===== config.mk =====
export PLATFORM = sky130hd
export DESIGN_NAME = pipe_ctrl
export DESIGN_NICKNAME = d
export VERILOG_FILES = /design/src/rtl/pipe_ctrl.sv
export SDC_FILE = /design/constraint.sdc
export NUM_CORES = 1
export LEC_CHECK = 0
export CAP_MARGIN = 30
export CORE_AREA = 2 2 196 198
export CTS_BUF_LIST = sky130_fd_sc_hd__clkbuf_16
export DETAILED_ROUTE_END_ITERATION = 16
export DIE_AREA = 0 0 198 200
export GPL_ROUTABILITY_DRIVEN = 0
export GPL_TIMING_DRIVEN = 0
export PLACE_DENSITY = 0.47
export SYNTH_ARGS = -nofsm -noshare
export SYNTH_HDL_FRONTEND = slang
export SYNTH_SLANG_ARGS = --single-unit

===== constraint.sdc =====
create_clock -name clk -period 2.4 [get_ports clk]
set_input_delay 0.36 -clock clk [delete_from_list [all_inputs] [get_ports clk]]
set_output_delay 0.36 -clock clk [all_outputs]
set_load 0.02 [all_outputs]

===== src/rtl/pipe_ctrl.sv =====
// Pipeline hazard, redirect and trap sequencing controller.
// Ports:
//   clk, rst         clock, sync active-high reset
//   jump_flag_i/addr EX-stage taken branch/jump and target
//   load_use_i       ID-stage load-use hazard
//   mdu_busy_i       multi-cycle mul/div busy in EX
//   mem_busy_i       data memory wait
//   irq_i, ecall_i   trap requests
//   mret_i           trap return request
//   ex_pc_i          PC of the EX-stage instruction
//   mtvec_i, mepc_i  CSR trap vector / return PC
//   stall_*_o        hold PC / IF-ID / ID-EX / EX-MEM
//   flush_*_o        load NOP into IF-ID / ID-EX / EX-MEM
//   redirect_o/addr  PC override
//   trap_o, trap_cause_o, trap_epc_o, mret_o  CSR update strobes
//   stall_cnt_o      saturating count of stall_if_o cycles
module pipe_ctrl (
    input  logic        clk,
    input  logic        rst,
    input  logic        jump_flag_i,
    input  logic [63:0] jump_addr_i,
    input  logic        load_use_i,
    input  logic        mdu_busy_i,
    input  logic        mem_busy_i,
    input  logic        irq_i,
    input  logic        ecall_i,
    input  logic        mret_i,
    input  logic [63:0] ex_pc_i,
    input  logic [63:0] mtvec_i,
    input  logic [63:0] mepc_i,
    output logic        stall_if_o,
    output logic        stall_id_o,
    output logic        stall_ex_o,
    output logic        stall_mem_o,
    output logic        flush_id_o,
    output logic        flush_ex_o,
    output logic        flush_mem_o,
    output logic        redirect_o,
    output logic [63:0] redirect_addr_o,
    output logic        trap_o,
    output logic [63:0] trap_cause_o,
    output logic [63:0] trap_epc_o,
    output logic        mret_o,
    output logic [31:0] stall_cnt_o
);

    typedef enum logic [1:0] {
        RUN,
        DRAIN,
        TRAP,
        RET
    } state_t;

    localparam logic [63:0] CAUSE_IRQ   = 64'h8000_0000_0000_0007;
    localparam logic [63:0] CAUSE_ECALL = 64'd11;

    state_t      state_q;
    logic [63:0] epc_q;
    logic [63:0] cause_q;
    logic [31:0] stall_cnt_q;

    logic trap_req;
    logic leave_run;

    assign trap_req  = irq_i | ecall_i;
    assign leave_run = trap_req | mret_i;

    always_comb begin
        stall_if_o      = 1'b0;
        stall_id_o      = 1'b0;
        stall_ex_o      = 1'b0;
        stall_mem_o     = 1'b0;
        flush_id_o      = 1'b0;
        flush_ex_o      = 1'b0;
        flush_mem_o     = 1'b0;
        redirect_o      = 1'b0;
        redirect_addr_o = 64'd0;
        trap_o          = 1'b0;
        trap_cause_o    = 64'd0;
        trap_epc_o      = 64'd0;
        mret_o          = 1'b0;
        stall_cnt_o     = 32'd0;
        if (!rst) begin
            stall_cnt_o = stall_cnt_q;
            unique case (state_q)
                RUN: begin
                    // The leaving cycle freezes the front end and
                    // bubbles MEM; jumps and load-use are dropped.
                    if (leave_run) begin
                        stall_if_o  = 1'b1;
                        stall_id_o  = 1'b1;
                        stall_ex_o  = 1'b1;
                        flush_mem_o = 1'b1;
                    end else if (mem_busy_i) begin
                        stall_if_o  = 1'b1;
                        stall_id_o  = 1'b1;
                        stall_ex_o  = 1'b1;
                        stall_mem_o = 1'b1;
                    end else if (mdu_busy_i) begin
                        stall_if_o  = 1'b1;
                        stall_id_o  = 1'b1;
                        stall_ex_o  = 1'b1;
                        flush_mem_o = 1'b1;
                    end else if (jump_flag_i) begin
                        redirect_o      = 1'b1;
                        redirect_addr_o = jump_addr_i;
                        flush_id_o      = 1'b1;
                        flush_ex_o      = 1'b1;
                    end else if (load_use_i) begin
                        stall_if_o = 1'b1;
                        stall_id_o = 1'b1;
                        flush_ex_o = 1'b1;
                    end
                end
                DRAIN: begin
                    stall_if_o  = 1'b1;
                    stall_id_o  = 1'b1;
                    stall_ex_o  = 1'b1;
                    stall_mem_o = mem_busy_i;
                    flush_mem_o = !mem_busy_i;
                end
                TRAP: begin
                    trap_o          = 1'b1;
                    trap_cause_o    = cause_q;
                    trap_epc_o      = epc_q;
                    redirect_o      = 1'b1;
                    redirect_addr_o = mtvec_i;
                    flush_id_o      = 1'b1;
                    flush_ex_o      = 1'b1;
                    flush_mem_o     = 1'b1;
                end
                RET: begin
                    mret_o          = 1'b1;
                    redirect_o      = 1'b1;
                    redirect_addr_o = mepc_i;
                    flush_id_o      = 1'b1;
                    flush_ex_o      = 1'b1;
                end
                default: ;
            endcase
        end
    end

    always_ff @(posedge clk) begin
        if (rst) begin
            state_q     <= RUN;
            epc_q       <= 64'd0;
            cause_q     <= 64'd0;
            stall_cnt_q <= 32'd0;
        end else begin
            if (stall_if_o && stall_cnt_q != 32'hFFFF_FFFF)
                stall_cnt_q <= stall_cnt_q + 32'd1;
            unique case (state_q)
                RUN: begin
                    if (trap_req) begin
                        epc_q   <= ex_pc_i;
                        cause_q <= irq_i ? CAUSE_IRQ
                                         : CAUSE_ECALL;
                        state_q <= mem_busy_i ? DRAIN : TRAP;
                    end else if (mret_i) begin
                        state_q <= RET;
                    end
                end
                DRAIN: begin
                    if (!mem_busy_i)
                        state_q <= TRAP;
                end
                TRAP:    state_q <= RUN;
                RET:     state_q <= RUN;
                default: state_q <= RUN;
            endcase
        end
    end

endmodule


==> Implementation_results.wiki, run 1 <==
{| class="wikitable"
! Metric !! Value
|-
| Most used flip-flop cell after synthesis || sky130_fd_sc_hd__dfxtp_1
|-
| Cells after DPL || 1968
|-
| Max Clock Freq || 432 MHz
|-
| Worst VDD drop || 332 µV
|-
| Tightest Pin Transition || 0.591 ns
|-
| Maximum number of pins on one net before global-route repair || 19
|-
| Count of vias placed by the detailed router || 8046
|-
| Fraction of layout instances using a drive strength above 1 || 20.3%
|-
| First-pass GRT wire length || 49100 µm
|-
| Leak Pwr || 5.15 nW
|-
| TritonCTS clock tree || done
|-
| Max-cap violations || 0
|-
| Hold buffer count at cts || 0
|-
| Overflow left after global routing || 0
|-
| Largest driver fanout on the critical path || 6
|-
| Final critical-path required period || 2.31 ns
|-
| DRC Markers || 0
|-
| Crit path capture type || output pin
|-
| Remaining antenna violation count || 0
|-
| Die Footprint || 0.0396 mm²
|-
| Clock sink count || 101
|-
| Status || complete, no violations
|-
| Die Wd || 198 µm
|-
| Top-level I/O count || 499
|-
| Fin. Hold Viols || 0
|-
| Global-route total usage across every layer || 16.5%
|-
| Number of placement rows || 71
|-
| Buffer levels on the longest clock path || 2
|-
| Final count of pins violating max slew || 0
|-
| DRT Wirelength || 33900 µm
|-
| First-pass iteration count of the detailed router || 4
|-
| Crit path largest cell delay || 0.38 ns
|-
| Initial DRC Count || 245
|-
| Number of nets in the final layout || 1740
|-
| Initial Utilization || 18.1%
|-
| Area overhead of the layout relative to synthesis || 81.6%
|-
| Cell Area, Placed || 0.0120 mm²
|-
| CTS root buf || sky130_fd_sc_hd__clkbuf_16
|-
| EDFF count, synth || 0
|-
| Via count of the first global-routing pass || 8010
|-
| Mean instance size in the synthesized netlist || 7.04 µm²
|-
| CP Cell Sequence || or2_0 -> clkbuf_1 -> a31o_2 -> inv_2 -> dlygate4sd2_1
|-
| Die height || 200 µm
|-
| FF+latch count, synth || 101
|-
| Area of the mapped netlist || 0.00676 mm²
|-
| Relative max-transition margin || 59.6%
|-
| Core area || 0.0374 mm²
|-
| Cell with the largest stage delay on the worst path || sky130_fd_sc_hd__dfxtp_4
|-
| Path type of the worst min-delay path || in -> reg
|-
| Register area share after synthesis || 29.9%
|-
| Worst endpoint required time || 2.04 ns
|-
| Clock skew after layout || 0.00809 ns
|-
| Total clock buffers created by CTS || 9
|-
| Final cell utilization of the core || 32.8%
|-
| Count of H-tree levels built during CTS || 3
|-
| Setup-violating endpoint count in the final report || 0
|-
| Number of buffer cells added on primary ports || 437
|-
| Detailed-route vias per instance || 4.04
|-
| Post-route cell area || 0.0123 mm²
|-
| Startpoint class of the critical path || register
|-
| Number of standard cells after synthesis || 960
|-
| Initial antenna violation count || 2
|-
| Final routed wire length divided by cell count || 17.0 µm
|-
| Post-synth ARST share || 0%
|-
| HPWL after DPL || 28100 µm
|-
| Number of synthesis warnings || 0
|-
| Setup repair after global routing missed its margin || true
|-
| Layout Cells excl Fill || 1992
|-
| Crit path arrival time || 1.95 ns
|-
| Skew-Pair Late Insertion Delay || 0.36 ns
|-
| Tcrit/Tclk final || 96.4%
|-
| Clk slew on worst S/H paths || 0.08 ns
|-
| Post-synthesis cell type count || 49
|-
| Type of the worst setup path || reg -> out
|-
| Hold WS || 0.315 ns
|-
| PD cells || 396 mW/mm²
|}
==> placed cells by master, fill, tap and decap left out, types with 4 or more instances in the layout <==
cell,synthesis,routed
sky130_fd_sc_hd__or3_1,4,4
sky130_fd_sc_hd__nor2_1,166,163
sky130_fd_sc_hd__clkbuf_16,0,9
sky130_fd_sc_hd__mux2i_1,64,64
sky130_fd_sc_hd__inv_1,8,7
sky130_fd_sc_hd__buf_4,63,94
sky130_fd_sc_hd__nand2_1,144,144
sky130_fd_sc_hd__mux2_2,20,20
sky130_fd_sc_hd__buf_6,0,7
sky130_fd_sc_hd__nor3_1,10,9
sky130_fd_sc_hd__conb_1,1,59
sky130_fd_sc_hd__a21oi_1,135,132
sky130_fd_sc_hd__and4_1,6,6
sky130_fd_sc_hd__and2_1,69,67
sky130_fd_sc_hd__nand4_1,10,10
sky130_fd_sc_hd__clkdlybuf4s50_1,0,292
sky130_fd_sc_hd__clkbuf_2,0,25
sky130_fd_sc_hd__clkbuf_1,48,22
sky130_fd_sc_hd__o21ai_0,6,6
sky130_fd_sc_hd__dlygate4sd2_1,0,19
sky130_fd_sc_hd__nor4_1,6,6
sky130_fd_sc_hd__clkdlybuf4s15_2,0,31
sky130_fd_sc_hd__buf_12,0,4
sky130_fd_sc_hd__nand3_1,10,10
sky130_fd_sc_hd__buf_1,16,5
sky130_fd_sc_hd__clkbuf_8,0,7
sky130_fd_sc_hd__nor2b_1,26,26
sky130_fd_sc_hd__dfxtp_1,101,99
sky130_fd_sc_hd__or2_2,4,4
sky130_fd_sc_hd__clkbuf_4,0,8
sky130_fd_sc_hd__buf_2,5,62
==> metrics by stage <==
stage          setup TNS, ns  setup slack (ns)  power (W)
5_1_grt               -0.195           -0.0306    0.00514
2_1_floorplan              0            0.0624    0.00257
4_1_cts              -0.0358           -0.0129    0.00498
3_5_place_dp         -199.68             -1.65    0.00335
3_3_place_gp         -237.73             -1.74    0.00334
6_report                   0            0.0866    0.00486
==> power by group <==
group | internal, W | leakage (nW) | total (W) | switching, W
sequential | 0.00177 | 0.829 | 0.00182 | 0.0000496
clock | 0.000826 | 0.153 | 0.00155 | 0.000725
combinational | 0.000757 | 4.17 | 0.00149 | 0.000729
==> cell usage after synthesis (all sizes together) (4+ instances only) <==
master	n	area, µm²
or2	5	31.3
a21oi	135	676
mux2i	64	641
buf	84	558
clkbuf	48	180
and4	6	52.6
nand3	10	50.1
nand2	144	541
nor2b	26	163
nor3	11	60.1
nand4	11	75.1
dfxtp	101	2020
o21ai	7	35.0
or3	4	25.0
nor4	7	50.1
and2	69	432
mux2	21	236
nor2	166	623
inv	9	33.8
==> cell type report <==
class / count / area, µm²
Clock inverter: 7 / 86.3
Timing Repair Buffer: 446 / 4050
Buffer: 131 / 957
Multi-Input combinational cell: 776 / 4240
Clock buffer: 9 / 225
Tap cell: 511 / 639
Sequential cell: 101 / 2030
Inverter: 9 / 33.8
Antenna cell: 2 / 5.00
Fill cell: 4104 / 25100
==> path summary, 6_finish.rpt <==
path,from,end,slack [ns],depth (start not counted)
max,state_q[1]$_SDFFE_PP0P_,stall_id_o,0.09,5
min,mem_busy_i,state_q[0]$_SDFFE_PP0P_,0.31,3
max reg2reg,stall_cnt_q[0]$_SDFFE_PP0P_,stall_cnt_q[9]$_SDFFE_PP0P_,0.16,8
min reg2reg,epc_q[59]$_SDFFE_PP0P_,epc_q[59]$_SDFFE_PP0P_,0.45,2
==> critical path, delay by kind of cell (launching register included) <==
kind            cells  cell delay, ns
compound gates      1            0.30
flops               1            0.38
simple gates        1            0.21
buf+inv             3            0.70
==> metal layers <==
layer | routed length, µm | global-route usage, % | share of wire, % | vias to the layer above
li1 | - | - | - | 4101
met1 | 14700 | 19.8 | 43 | 3638
met2 | 16300 | 28.7 | 48 | 278
met3 | 2490 | 5.06 | 7.3 | 29
met4 | 530 | 3.93 | 1.6 | 0
met5 | 0 | 0 | 0 | -
==> cells by family (layout without fill, tap and decap cells) <==
group           after synthesis  count (layout)  share of synthesized area [%]
flops                       101             101                           29.9
buf+inv                     141             602                           11.4
simple gates                471             471                           32.4
fa+ha+maj                     1               1                          0.185
compound gates              156             156                           12.5
mux                          85              85                           13.0
xor+xnor                      4               4                          0.518
other cells                   1              61                         0.0555
==> state kept, by name (all words and copies together), names as in the netlist <==
name,count
cause_q,3
epc_q,64
stall_cnt_q,32
state_q,2
==> repair_timing <==
item	CTS	global route
buffers inserted	6	1
endpoints found under the hold margin	0	0
setup endpoints to repair	249	125
pin swaps	5	5
gates resized for setup	523	98
No activity file was read; power rests on OpenSTA's default activity.
==> inputs of run 2 (changes only) <==
Settings changed: REMOVE_ABC_BUFFERS set to 1.
==> run 2 against run 1 <==
  * The flow now finishes with violations (negative setup slack)
  * Sequential share of layout area grew 0.083 points
  * Clock skew is essentially flat
  * Sequential cell count is the same
  * Highest routed layer is now met5
  * Design area shrank 0.50%
  * Combinational power is essentially flat
  * Final cell count shrank 3.7%
  * Critical path depth grew 5
  * Routed wire length shrank 4.9%
==> Implementation_results.wiki, run 2 (same netlist as run 1, synthesis figures left out) <==
{| class="wikitable"
! Metric !! Value
|-
| Die Wd || 198 µm (unchanged)
|-
| Core area || 0.0374 mm² (unchanged)
|-
| Critical path launch point || state_q[1]$_SDFFE_PP0P_
|-
| Final routed wire length divided by cell count || 16.8 µm (-1.3%)
|-
| Path depth of the worst reg2reg path || 6 (-2)
|-
| Clock sink count || 101 (unchanged)
|-
| Initial antenna violation count || 4 (+2)
|-
| Depth of the critical timing path with buffers and inverters included || 10 (+5)
|-
| Count of H-tree levels built during CTS || 3 (unchanged)
|-
| Global-route total usage across every layer || 15.6% (-0.85 points)
|-
| GR Layer Usage met1 || 18.9% (-0.88 points)
|-
| Maximum number of pins on one net before global-route repair || 97 (+78)
|-
| Hold WS || 0.304 ns (-0.0113 ns)
|-
| Relative max-transition margin || 62.1% (+2.5 points)
|-
| Violations in the final reports || negative setup slack
|-
| Count of vias placed by the detailed router || 7872 (-2.2%)
|-
| Launch instance of the worst register-to-register path || state_q[0]$_SDFFE_PP0P_
|-
| Top-level I/O count || 499 (unchanged)
|-
| Status || finished, violations left
|-
| Worst VDD drop || 268 µV (-19%)
|-
| Leak Pwr || 5.02 nW (-2.6%)
|-
| Die Footprint || 0.0396 mm² (unchanged)
|-
| Biggest regs || epc_q x64, stall_cnt_q x32, cause_q x3
|-
| Reg2Reg Capture Point || stall_cnt_q[17]$_SDFFE_PP0P_
|-
| Type of the worst setup path || reg -> out
|-
| CTS root buf || sky130_fd_sc_hd__clkbuf_16
|-
| Highest-utilization routing layer at the global route stage || met2
|-
| DRC Markers || 0 (unchanged)
|-
| Fin worst setup slack || -0.0267 ns (-0.113 ns)
|-
| Overflow left after global routing || 0 (unchanged)
|-
| Final critical-path required period || 2.43 ns (+0.113 ns)
|-
| Max-cap violations || 0 (unchanged)
|-
| CP bufs+invs || 6 (+3)
|-
| Via count of the first global-routing pass || 7570 (-5.5%)
|-
| Setup-violating endpoint count in the final report || 8 (+8)
|-
| Max Clock Freq || 412 MHz (-4.7%)
|-
| Initial DRC Count || 308 (+26%)
|-
| PD cells || 390 mW/mm² (-1.4%)
|-
| Clk slew on worst S/H paths || 0.08 ns (about the same)
|-
| Cell with the most instances on the worst path || sky130_fd_sc_hd__buf_12
|-
| Fin. Hold Viols || 0 (unchanged)
|-
| Area overhead of the layout relative to synthesis || 80.7%
|-
| Remaining antenna violation count || 0 (unchanged)
|-
| Crit path capture type || output pin
|-
| Initial Utilization || 18.1% (unchanged)
|-
| Number of placement rows || 71 (unchanged)
|-
| Detailed-route vias per instance || 4.10 (+1.6%)
|-
| Met3 Track Usage GR || 5.31% (+0.25 points)
|-
| Skew-Pair Late Insertion Delay || 0.37 ns (about the same)
|-
| Total clock buffers created by CTS || 9 (unchanged)
|-
| Number of flip-flops in the largest register || 64 (unchanged)
|-
| First-pass iteration count of the detailed router || 4 (unchanged)
|-
| Hold buffer count at cts || 0 (unchanged)
|-
| Commonest cells after routing, fill and taps aside || sky130_fd_sc_hd__clkdlybuf4s50_1 (291), sky130_fd_sc_hd__nor2_1 (163), sky130_fd_sc_hd__nand2_1 (144)
|-
| Setup repair after global routing missed its margin || true
|-
| Cell with the largest stage delay on the worst path || sky130_fd_sc_hd__dfxtp_4
|-
| Fraction of layout instances using a drive strength above 1 || 19.3% (-0.98 points)
|-
| Tightest Pin Transition || 0.555 ns (-0.0360 ns)
|-
| First-pass GRT wire length || 46600 µm (-5.2%)
|-
| Number of nets in the final layout || 1665 (-4.3%)
|-
| Register ranked first by flip-flop count || epc_q
|-
| HPWL after DPL || 23000 µm (-18%)
|-
| CP Cell Sequence || buf_6 -> nor2_4 -> and4b_4 -> buf_8 -> buf_12 -> buf_16 -> buf_12 -> a21oi_2 -> nor2_1 -> buf_4
|-
| Commonest non-fill, non-tap cell in the layout || sky130_fd_sc_hd__clkdlybuf4s50_1
|-
| Dominant delay contributor by cell family on the critical path || buffers and inverters
|-
| Worst endpoint required time || 2.04 ns (about the same)
|-
| Buffer levels on the longest clock path || 2 (unchanged)
|-
| Post-route cell area || 0.0122 mm² (-0.50%)
|-
| DRT Wirelength || 32300 µm (-4.9%)
|-
| Met2 track utilization from global routing || 26.4% (-2.3 points)
|-
| Startpoint class of the critical path || register
|-
| Cell Area, Placed || 0.0115 mm² (-4.1%)
|-
| End point of the critical path || redirect_addr_o[42]
|-
| Die height || 200 µm (unchanged)
|-
| Number of buffer cells added on primary ports || 439 (+0.46%)
|-
| Crit path arrival time || 2.07 ns (+0.12 ns)
|-
| R2r setup slk || 0.15 ns (about the same)
|-
| Final count of pins violating max slew || 0 (unchanged)
|-
| Clock skew after layout || 0.00829 ns (+0.000204 ns)
|-
| Crit path largest cell delay || 0.36 ns (-0.02 ns)
|-
| Largest driver fanout on the critical path || 6 (unchanged)
|-
| Tcrit/Tclk final || 101% (+4.7 points)
|-
| TritonCTS clock tree || done
|-
| Path type of the worst min-delay path || in -> reg
|}
[run 2: cell count changes in the layout (fill, tap and decap cells not counted), moves of 8 or more]
cell and change:
sky130_fd_sc_hd__buf_2 -40, sky130_fd_sc_hd__buf_4 -9, sky130_fd_sc_hd__clkbuf_1 -22, sky130_fd_sc_hd__clkdlybuf4s15_2 -30
sky130_fd_sc_hd__a21oi_1 -20, sky130_fd_sc_hd__clkbuf_4 -8, sky130_fd_sc_hd__buf_12 +9, sky130_fd_sc_hd__a21oi_2 +20
sky130_fd_sc_hd__clkbuf_2 +10
[run 2: area by class of cell]
class / count / area [µm²]
Fill cell: 4076 / 25200
Sequential cell: 101 / 2030
Tap cell: 511 / 639
Clock inverter: 7 / 60.1
Inverter: 9 / 41.3
Multi-Input combinational cell: 777 / 4360
Clock buffer: 9 / 225
Timing Repair Buffer: 501 / 4850
Antenna cell: 3 / 7.51
[run 2: tightest hold or removal path, delay by kind of cell]
family / cells / cell delay (ns)
buffers and inverters: 1 / 0.14
and+or+nand+nor: 1 / 0.07
AOI/OAI and AO/OA: 1 / 0.06
[run 2: layer usage]
layer / vias up / part of all wire [%]
met5: - / 0.040
met4: 2 / 1.9
met3: 36 / 7.5
met2: 297 / 47
met1: 3594 / 44
li1: 3943 / -
[run 2: what timing repair did]
item,in CTS,in global routing
buffers inserted,34,9
pin swaps,15,31
resized for setup,512,120
setup endpoints to repair,232,100
gates cloned,8,2
[run 2: where the power goes]
| part | total [W] | internal, W | switching, W |
|---|---|---|---|
| clock | 0.00149 | 0.000722 | 0.000769 |
| combinational | 0.00146 | 0.000738 | 0.000720 |
| sequential | 0.00182 | 0.00177 | 0.0000454 |
| total | 0.00477 | 0.00323 | 0.00153 |
[run 2: how the worst min path moves through the flow]
| stage | slack (ns) | cells after the start | from | end |
|---|---|---|---|---|
| final | 0.30 | 3 | mem_busy_i | state_q[0]$_SDFFE_PP0P_ |
| after global routing | 0.30 | 3 | mem_busy_i | state_q[0]$_SDFFE_PP0P_ |
| after detailed placement | 0.44 | 2 | epc_q[55]$_SDFFE_PP0P_ | epc_q[55]$_SDFFE_PP0P_ |
| after global placement | 0.44 | 2 | epc_q[58]$_SDFFE_PP0P_ | epc_q[58]$_SDFFE_PP0P_ |
| after CTS | 0.37 | 3 | mret_i | state_q[0]$_SDFFE_PP0P_ |
| after floorplan | 0.43 | 2 | epc_q[0]$_SDFFE_PP0P_ | epc_q[0]$_SDFFE_PP0P_ |
[run 2: through the flow]
| stage | total power (W) | cells | setup slack (ns) | setup TNS, ns | util, % |
|---|---|---|---|---|---|
| global route | 0.00504 | 1917 | -0.156 | -3.89 | 32.6 |
| detailed placement | 0.00326 | 1848 | -1.70 | -144.30 | 30.8 |
| floorplan | 0.00244 | 886 | -2.93 | -543.52 | - |
| global placement | 0.00326 | 1836 | -14.78 | -2182.07 | 30.1 |
| finish | 0.00477 | 1918 | -0.0267 | -0.112 | 32.7 |
| CTS | 0.00484 | 1905 | -0.134 | -1.68 | 32.5 |
